--- src/rtl/dvp_video_tx.sv ---
// rtl/dvp_video_tx.sv - DVP/CIS parallel video transmitter regenerating sensor frame/line timing
module dvp_video_tx #(
  parameter int DATA_W   = 10,
  parameter int PCLK_DIV = 2,
  parameter int HW       = 12,
  parameter int VW       = 11
) (
  input  logic              wb_clk_i,
  input  logic              wb_rst_n,
  input  logic              enable_i,
  input  logic [HW-1:0]     h_active_i,
  input  logic [HW-1:0]     h_blank_i,
  input  logic [VW-1:0]     vsync_len_i,
  input  logic [VW-1:0]     v_back_i,
  input  logic [VW-1:0]     v_active_i,
  input  logic [VW-1:0]     v_front_i,
  input  logic              s_valid_i,
  input  logic [DATA_W-1:0] s_data_i,
  input  logic              s_sof_i,
  output logic              s_ready_o,
  output logic              pclk_o,
  output logic              href_o,
  output logic              vsync_o,
  output logic [DATA_W-1:0] d_o,
  output logic              busy_o,
  output logic              frame_done_o,
  output logic              underflow_o,
  output logic              sof_err_o
);

  localparam int DW = (PCLK_DIV > 2) ? $clog2(PCLK_DIV) : 1;
  localparam logic [HW:0]   H_ONE = 1;
  localparam logic [VW-1:0] V_ONE = 1;

  typedef enum logic [2:0] {IDLE, VSYNC, VBACK, ACTIVE, VFRONT} state_t;

  state_t        state, first_state, after_sync;
  logic [DW-1:0] div_cnt;
  logic [HW:0]   h_cnt, h_act, line_len, h_act_in, h_blank_in;
  logic [VW-1:0] v_cnt, vs_len, vb_len, va_len, vf_len, phase_len;
  logic          tick, line_end, phase_end, frame_end, active_slot, first_pix, load_cfg;

  assign h_act_in   = (h_active_i == '0) ? H_ONE : {1'b0, h_active_i};
  assign h_blank_in = (h_blank_i == '0) ? H_ONE : {1'b0, h_blank_i};

  // Zero-length vertical phases are skipped when choosing the next state.
  assign first_state = (vsync_len_i != '0) ? VSYNC : (v_back_i != '0) ? VBACK : ACTIVE;
  assign after_sync  = (vb_len != '0) ? VBACK : ACTIVE;

  always_comb begin
    phase_len = va_len;
    case (state)
      VSYNC:   phase_len = vs_len;
      VBACK:   phase_len = vb_len;
      VFRONT:  phase_len = vf_len;
      default: ;
    endcase
  end

  assign tick        = (div_cnt == DW'(PCLK_DIV - 1));
  assign line_end    = (h_cnt == line_len - H_ONE);
  assign phase_end   = line_end && (v_cnt == phase_len - V_ONE);
  assign frame_end   = tick && phase_end &&
                       ((state == VFRONT) || ((state == ACTIVE) && (vf_len == '0)));
  assign active_slot = (state == ACTIVE) && (h_cnt < h_act);
  assign first_pix   = (v_cnt == '0) && (h_cnt == '0);
  assign load_cfg    = enable_i && ((state == IDLE) || frame_end);

  assign s_ready_o = tick && active_slot;
  assign pclk_o    = (div_cnt >= DW'(PCLK_DIV / 2));
  assign busy_o    = (state != IDLE);

  always_ff @(posedge wb_clk_i or negedge wb_rst_n) begin
    if (!wb_rst_n) begin
      h_act    <= '0;
      line_len <= '0;
      vs_len   <= '0;
      vb_len   <= '0;
      va_len   <= '0;
      vf_len   <= '0;
    end else if (load_cfg) begin
      h_act    <= h_act_in;
      line_len <= h_act_in + h_blank_in;
      vs_len   <= vsync_len_i;
      vb_len   <= v_back_i;
      va_len   <= (v_active_i == '0) ? V_ONE : v_active_i;
      vf_len   <= v_front_i;
    end
  end

  // Counters point at the slot being prepared; its outputs are launched on the
  // tick edge, so the pad outputs trail the counters by one pixel period.
  always_ff @(posedge wb_clk_i or negedge wb_rst_n) begin
    if (!wb_rst_n) begin
      state        <= IDLE;
      div_cnt      <= '0;
      h_cnt        <= '0;
      v_cnt        <= '0;
      href_o       <= 1'b0;
      vsync_o      <= 1'b0;
      d_o          <= '0;
      frame_done_o <= 1'b0;
      underflow_o  <= 1'b0;
      sof_err_o    <= 1'b0;
    end else begin
      frame_done_o <= 1'b0;
      if (state == IDLE) begin
        div_cnt <= '0;
        h_cnt   <= '0;
        v_cnt   <= '0;
        if (enable_i) state <= first_state;
      end else begin
        div_cnt <= tick ? '0 : div_cnt + 1'b1;
        if (tick) begin
          href_o  <= active_slot;
          vsync_o <= (state == VSYNC);
          d_o     <= (active_slot && s_valid_i) ? s_data_i : '0;
          if (active_slot && !s_valid_i) underflow_o <= 1'b1;
          if (s_ready_o && ((s_valid_i && (s_sof_i != first_pix)) || (s_sof_i && !first_pix)))
            sof_err_o <= 1'b1;
          if (!line_end) begin
            h_cnt <= h_cnt + 1'b1;
          end else begin
            h_cnt <= '0;
            if (!phase_end) begin
              v_cnt <= v_cnt + 1'b1;
            end else begin
              v_cnt <= '0;
              if (frame_end) begin
                frame_done_o <= 1'b1;
                state        <= enable_i ? first_state : IDLE;
              end else begin
                case (state)
                  VSYNC:   state <= after_sync;
                  VBACK:   state <= ACTIVE;
                  ACTIVE:  state <= VFRONT;
                  default: state <= IDLE;
                endcase
              end
            end
          end
        end
      end
    end
  end

endmodule

--- config.mk ---
export PLATFORM = sky130hd
export DESIGN_NAME = dvp_video_tx
export DESIGN_NICKNAME = d
export VERILOG_FILES = /design/src/rtl/dvp_video_tx.sv
export SDC_FILE = /design/constraint.sdc
export NUM_CORES = 1
export LEC_CHECK = 0
export CAP_MARGIN = 10
export CORE_ASPECT_RATIO = 1.1
export CORE_MARGIN = 2
export CORE_UTILIZATION = 45
export DETAILED_ROUTE_END_ITERATION = 16
export HOLD_SLACK_MARGIN = 0.08
export PLACE_DENSITY = 0.78
export SKIP_CTS_REPAIR_TIMING = 1
export SYNTH_ARGS = -nofsm -noshare
export SYNTH_HDL_FRONTEND = slang
export SYNTH_SLANG_ARGS = --single-unit
--- constraint.sdc ---
create_clock -name wb_clk_i -period 4.1 [get_ports wb_clk_i]
set_clock_uncertainty 0.2 [all_clocks]
set_input_delay 0.82 -clock wb_clk_i [delete_from_list [all_inputs] [get_ports wb_clk_i]]
set_output_delay 0.82 -clock wb_clk_i [all_outputs]
set_load 0.02 [all_outputs]
==> results of run 1 <==
[flip-flops by register name, indices dropped and copies added, names as in the netlist]
signal / count
h_act: 12
sof_err_o: 1
vsync_o: 1
div_cnt: 1
v_cnt: 11
d_o: 10
underflow_o: 1
h_cnt: 13
frame_done_o: 1
line_len: 13
href_o: 1
state: 3
vs_len: 11
vb_len: 11
va_len: 11
vf_len: 11
[power groups by stage]
| stage | clock [mW] | sequential [mW] | combinational (mW) |
|---|---|---|---|
| 3_5_place_dp | 0 | 1.13 | 0.217 |
| 4_1_cts | 0.993 | 1.11 | 0.218 |
| 3_3_place_gp | 0 | 1.13 | 0.213 |
| 6_report | 0.972 | 1.11 | 0.215 |
| 2_1_floorplan | 0 | 1.13 | 0.0735 |
| 5_1_grt | 1.03 | 1.11 | 0.237 |
[placed cells by master (no fill, tap or decap), drive strengths merged, types with 5 or more instances in the layout]
cell / synthesis / layout
a2111oi: 5 / 5
a211oi: 10 / 10
a21boi: 6 / 6
a21o: 15 / 15
a21oi: 23 / 23
a31oi: 7 / 7
a32o: 10 / 10
and2: 6 / 6
and3: 8 / 8
buf: 20 / 57
clkbuf: 33 / 12
clkdlybuf4s50: 0 / 98
dfrtp: 112 / 112
ha: 30 / 30
inv: 38 / 40
mux2: 66 / 66
nand2: 25 / 25
nand2b: 6 / 6
nand3: 9 / 9
nand4: 12 / 12
nor2: 37 / 37
nor2b: 9 / 9
nor3: 18 / 18
nor4: 27 / 27
o21a: 5 / 5
o21ai: 20 / 20
o221ai: 5 / 5
or2: 10 / 10
or3: 11 / 11
or4: 8 / 8
or4b: 5 / 5
xnor2: 31 / 31
xor2: 18 / 18
[through the flow]
step / setup TNS (ns) / area, um^2 / setup WS, ns
2_1_floorplan: 0 / 7247 / 0.07291
3_3_place_gp: 0 / 8683 / 0.05039
3_5_place_dp: -0.1957 / 8683 / -0.1395
4_1_cts: -0.2750 / 9014 / -0.2548
5_1_grt: -3.951 / 9198 / -0.09000
6_report: 0 / 9198 / 0.08695
[worst max path at each step]
stage / from / end / slack (ns) / cells after the start
2_1_floorplan: state[0]$_DFFE_PN0P_ / h_act[10]$_DFFE_PN0P_ / 0.07 / 16
3_5_place_dp: h_blank_i[4] / line_len[10]$_DFFE_PN0P_ / -0.14 / 15
3_3_place_gp: h_blank_i[4] / line_len[10]$_DFFE_PN0P_ / 0.05 / 15
5_1_grt: state[1]$_DFFE_PN0P_ / line_len[9]$_DFFE_PN0P_ / -0.09 / 16
4_1_cts: h_cnt[1]$_DFFE_PN0N_ / s_ready_o / -0.25 / 9
6_report: state[1]$_DFFE_PN0P_ / line_len[8]$_DFFE_PN0P_ / 0.09 / 15
[synth_stat cells (all sizes together), types with 8 or more instances]
cell type  count
nor3          18
nand3          9
nor4          27
or4            8
and3           8
clkbuf        33
nand4         12
nor2          37
mux2          66
or2           10
a21o          15
inv           38
ha            30
buf           20
nand2         25
a21oi         23
a211oi        10
nor2b          9
dfrtp        112
a32o          10
xor2          18
or3           11
o21ai         20
xnor2         31
[area by class of cell]
cell class,instances,area (um^2),share of cell area [%]
clock buffers,11,242.7,2.639
multi-input cells,511,4140,45.01
inverters,38,142.6,1.551
flip-flops and latches,112,2805,30.50
well taps,200,250.2,2.721
clock inverters,5,87.58,0.9523
repair buffers,157,1529,16.62
[per-layer routing]
layer | part of all wire [%] | routed length (um) | up-vias
met4 | 2.1 | 384 | 0
li1 | - | - | 2881
met5 | 0 | 0 | -
met2 | 47 | 8668 | 203
met1 | 45 | 8315 | 2962
met3 | 5.4 | 990 | 32
[worst register-to-register path: stages (launching register included)]
cell and delay, ns:
dfrtp_2 0.45, buf_12 0.15, nor3b_4 0.26, buf_4 0.16
a211oi_1 0.06, or2_2 0.32, ha_2 0.20, and2_1 0.18
a2111oi_4 0.35, a31oi_1 0.15, nand4b_1 0.28, nor4_4 0.41
o21ai_4 0.11, buf_12 0.15, clkbuf_16 0.18, mux2_4 0.30
[kinds of logic after synthesis]
kind of cell / Yosys count / synth area share, %
multiplexers: 70 / 11.12
AND/OR/NAND/NOR: 208 / 17.06
adder cells (fa/ha/maj): 31 / 5.456
AO/OA/AOI/OAI: 153 / 15.88
buffers and inverters: 91 / 5.628
flip-flops: 112 / 38.67
XOR/XNOR: 49 / 6.181
==> run_results.csv, run 1 <==
group,metric,value,unit
run_status,status,"complete, no violations",
setup_path,crit_type,"reg -> reg",
power,clockPowerShare,42.4,%
grt,antenna_found_initial,0,
timing,hold_violations,0,
setup_path,r2r_end,"line_len[8]$_DFFE_PN0P_",
power,switchingPower,0.5072,mW
timing,maxSlewViolCount,0,
timing,setup_violations,0,
layout,layout.nets,943,
die,row_count,48,
routing,vias_per_cell,5.878,
die,start_util,46.06,%
placement,post-place-cells,1012,
cts,h-tree-depth,3,
logic_synthesis,synth_fp_nets,828,
flow_run,max_cap_violations,0,
logic_synthesis,synth.distinct_cells,80,
power,p_int,1.785,mW
min_path,min_from,"sof_err_o$_DFFE_PN0P_",
grt,busiest_layer,"met2",
power,power_frac_comb,9.4,%
setup_path,reg2reg_from,"state[1]$_DFFE_PN0P_",
grt,grt_max_degree,64,
logic_synthesis,yosys.area.top_type,"dfrtp_1",
logic_synthesis,synth_edf_count,0,
setup_path,cp_slowest_cell,"dfrtp_2",
routing,first_iter_violations,619,
timing,slew_headroom,45.65,%
setup_path,path_buf_inv,4,
power,pwr-share-seq,48.2,%
cts,clkSinkCount,112,
setup_path,path_delay_family,"simple AND/OR/NAND/NOR gates",
logic_synthesis,synthTopCellsByArea,"dfrtp_1 39%, mux2_2 9.3%, ha_1 5.2%",
setup_path,path_max_fanout,12,
placement,dp_hpwl,14050,um
setup_path,cp_common_cell,"buf_12",
routing,ant_nets,0,
layout,finish.utilization,58.45,%
routing,drc,0,
setup_path,crit_path_end_kind,"flop",
die,core_area,15740,um^2
setup_path,cp.arrival,4.06,ns
setup_path,reg2reg_depth,15,
layout,area_growth,26.92,%
die,die_area,17140,um^2
timing,worstMarginPinSlew,0.8153,ns
logic_synthesis,ys.flop_type,"dfrtp_1",
grt,grt_pass1_wl,30280,um
logic_synthesis,synth_seq_cells,112,
layout,finalNonFillerCells,1034,
logic_synthesis,avgSynthCellArea,10.15,um^2
power,cellLeakagePower,4.200,nW
timing,finalHoldWorstSlack,0.2578,ns
grt,use_met1,30.28,%
cts,cts_made_buffers,9,
power,swShare,22.13,%
timing,clock.fmax,249.2,MHz
cts,clk_pin_slew,0.07,ns
logic_synthesis,synth_area,7247,um^2
layout,antennaDiodeCount,0,
timing,fin_crit,4.013,ns
logic_synthesis,syn_inst,714,
logic_synthesis,postSynth.asyncResetShare,100.0,%
die,die_w,125.0,um
routing,first_pass_iters,5,
grt,grt_overflow,0,
power,vdd_drop_max,0.2222,mV
min_path,hold_depth,1,
placement,gp_congestion,0.9195,
placement,io_buffers,100,
layout,drive_gt1_share,21.46,%
min_path,hold_end,"sof_err_o$_DFFE_PN0P_",
setup_path,cp_cell_sequence,"buf_12 > nor3b_4 > buf_4 > a211oi_1 > or2_2 > ha_2 > and2_1 > a2111oi_4 > a31oi_1 > nand4b_1 > nor4_4 > o21ai_4 > buf_12 > clkbuf_16 > mux2_4",
power,power,2.292,mW
die,top_level_ports,101,
grt,grt_util_met3,2.893,%
setup_path,r2r_slack,0.09,ns
logic_synthesis,ys_seq_area_share,38.67,%
cts,cts_tree,"built",
routing,vias,6078,
cts,cts_buffer_depth,2,
min_path,hp-class,"reg -> reg",
logic_synthesis,yosysWarnings,0,
timing,period_share,97.88,%
routing,wl_per_cell,17.75,um
grt,use_met2,35.57,%
die,fp.dieH,137.1,um
cts,clk-insertion-delay-late,0.36,ns
logic_synthesis,synth_top_area_share,38.67,%
grt,grt_usage,21.81,%
setup_path,critPathLaunchType,"flop",
cts,root_buffer,"clkbuf_16",
routing,wl,18360,um
setup_path,critPathMaxStageDelay,0.45,ns
layout,nFillCells,1355,
setup_path,required,4.15,ns
grt,grt_pass1_vias,5930,
power,power_density,249.2,nW/um^2
Power figures use the tool's default switching activity.
==> run 2: changes to the inputs <==
--- a/config.mk
+++ b/config.mk
@@ -11,7 +11,7 @@
 export CORE_UTILIZATION = 45
 export DETAILED_ROUTE_END_ITERATION = 16
 export HOLD_SLACK_MARGIN = 0.08
-export PLACE_DENSITY = 0.78
+export PLACE_DENSITY = 0.7
 export SKIP_CTS_REPAIR_TIMING = 1
 export SYNTH_ARGS = -nofsm -noshare
 export SYNTH_HDL_FRONTEND = slang
==> run_results.csv, run 2 (synthesis results as in run 1) <==
group,metric,value,unit
run_status,status,"complete, no violations",
placement,io_buffers,100,
cts,cts_tree,"built",
cts,cts_buffer_depth,2,
setup_path,path_max_fanout,25,
die,die_area,17140,um^2
grt,antenna_found_initial,0,
timing,setup_slack,0.06096,ns
layout,layout_top_registers,"h_cnt (13), line_len (13), h_act (12)",
layout,drive_gt1_share,21.15,%
grt,grt_usage,22.70,%
setup_path,crit_path_end_kind,"flop",
timing,worstMarginPinSlew,0.8819,ns
cts,cts_made_buffers,9,
layout,finalNonFillerCells,1032,
routing,first_pass_iters,5,
min_path,hold_end,"underflow_o$_DFFE_PN0P_",
die,fp.dieH,137.1,um
setup_path,critPathMaxStageDelay,0.41,ns
layout,layout_commonest_cell,"dfrtp_1",
placement,post-place-ws,-0.1520,ns
layout,finish.utilization,58.33,%
die,top_level_ports,101,
routing,vias,6109,
placement,gp_congestion,0.8915,
placement,dp_hpwl,14670,um
cts,clkSinkCount,112,
timing,rsz0062_at_grt,"true",
cts,h-tree-depth,3,
timing,maxSlewViolCount,0,
grt,grt_max_degree,70,
layout,layout.nets,941,
flow_run,max_cap_violations,0,
grt,grt_overflow,0,
layout,nFillCells,1343,
layout,final_cell_mix,"110 x dfrtp_1, 98 x clkdlybuf4s50_1, 60 x mux2_2, 49 x buf_4, 38 x inv_1",
setup_path,required,4.15,ns
die,die_w,125.0,um
cts,clk-insertion-delay-late,0.36,ns
cts,clk_pin_slew,0.07,ns
timing,slew_headroom,41.21,%
die,core_area,15740,um^2
min_path,hold_depth,1,
setup_path,crit_type,"reg -> reg",
setup_path,critPathLaunchType,"flop",
power,power_density,256.4,nW/um^2
setup_path,r2r_end,"line_len[6]$_DFFE_PN0P_",
setup_path,reg2reg_depth,13,
grt,grt_pass1_vias,6165,
layout,antennaDiodeCount,0,
power,cellLeakagePower,4.193,nW
routing,vias_per_cell,5.920,
routing,wl_per_cell,18.59,um
timing,period_share,98.51,%
timing,clock.fmax,247.6,MHz
timing,hold_violations,0,
min_path,min_from,"underflow_o$_DFFE_PN0P_",
min_path,hp-class,"reg -> reg",
setup_path,r2r_slack,0.06,ns
routing,ant_nets,0,
routing,wl,19190,um
setup_path,cp_common_cell,"buf_12",
layout,area_growth,26.64,%
cts,root_buffer,"clkbuf_16",
die,row_count,48,
routing,first_iter_violations,384,
timing,fin_crit,4.039,ns
routing,drc,0,
grt,grt_pass1_wl,31310,um
timing,setup_violations,0,
setup_path,reg2reg_from,"state[0]$_DFFE_PN0P_",
die,start_util,46.06,%
setup_path,cp_slowest_cell,"a2111o_1",
setup_path,cp.arrival,4.08,ns
power,vdd_drop_max,0.1752,mV
setup_path,cp_cell_sequence,"buf_12 > or3b_1 > buf_4 > o221ai_1 > o21ai_0 > a2111o_1 > a211oi_2 > nand4b_1 > nor4_4 > o21ai_4 > buf_12 > buf_12 > mux2_4",
placement,post-place-cells,1010,
-- run 2: changes by cell type in the layout (fill, tap and decap cells not counted), moves of 2 or more --
cell,change
o221ai_2,-2
o221ai_1,+3
nor4_2,-2
buf_4,-2
-- run 2: metal layers --
metal / wire length, um / global-route usage [%]
met1: 9006 / 31.03
met2: 9088 / 37.68
met5: 0 / 0
met3: 762 / 3.518
met4: 331 / 6.543
-- run 2: report_power, final --
group          switching, mW  internal, mW
logic                 0.0925         0.116
clock network          0.422         0.618
registers           0.000703          1.10
total                  0.515          1.84
-- run 2: area by class of cell --
class / instances / area, um^2 / share of cell area [%]
Multi-Input combinational cell: 511 / 4116 / 44.85
Sequential cell: 112 / 2805 / 30.57
Timing Repair Buffer: 155 / 1511 / 16.47
Tap cell: 200 / 250.2 / 2.727
Clock buffer: 10 / 239.0 / 2.604
Inverter: 38 / 142.6 / 1.554
Clock inverter: 6 / 112.6 / 1.227
-- run 2: worst max-delay path: cells and delay by family, from the launching register on --
family / cells / cell delay, ns
AOI/OAI and AO/OA: 5 / 1.33
buffers and inverters: 4 / 0.67
DFF: 1 / 0.40
muxes: 1 / 0.31
and+or+nand+nor: 3 / 0.99
-- run 2: metrics by stage --
step	hold slack (ns)	instance area (um^2)	power, mW	TNS, ns
floorplan	0.2706	7247	1.203	0
global placement	0.2424	8656	1.331	0
detailed placement	0.2433	8656	1.337	-0.1909
CTS	0.2602	9007	2.377	-0.2980
global route	0.2747	9178	2.439	-2.418
finish	0.2572	9178	2.353	0
-- run 2: worst max path at each step --
stage | start | endpoint | slack, ns | cells after the start
after floorplan | state[0]$_DFFE_PN0P_ | h_act[10]$_DFFE_PN0P_ | 0.07 | 16
after global placement | h_blank_i[4] | line_len[10]$_DFFE_PN0P_ | 0.04 | 15
after detailed placement | h_blank_i[1] | line_len[10]$_DFFE_PN0P_ | -0.15 | 15
after CTS | h_act[1]$_DFFE_PN0P_ | s_ready_o | -0.29 | 10
after global routing | state[1]$_DFFE_PN0P_ | h_act[9]$_DFFE_PN0P_ | -0.06 | 16
final | state[0]$_DFFE_PN0P_ | line_len[6]$_DFFE_PN0P_ | 0.06 | 13
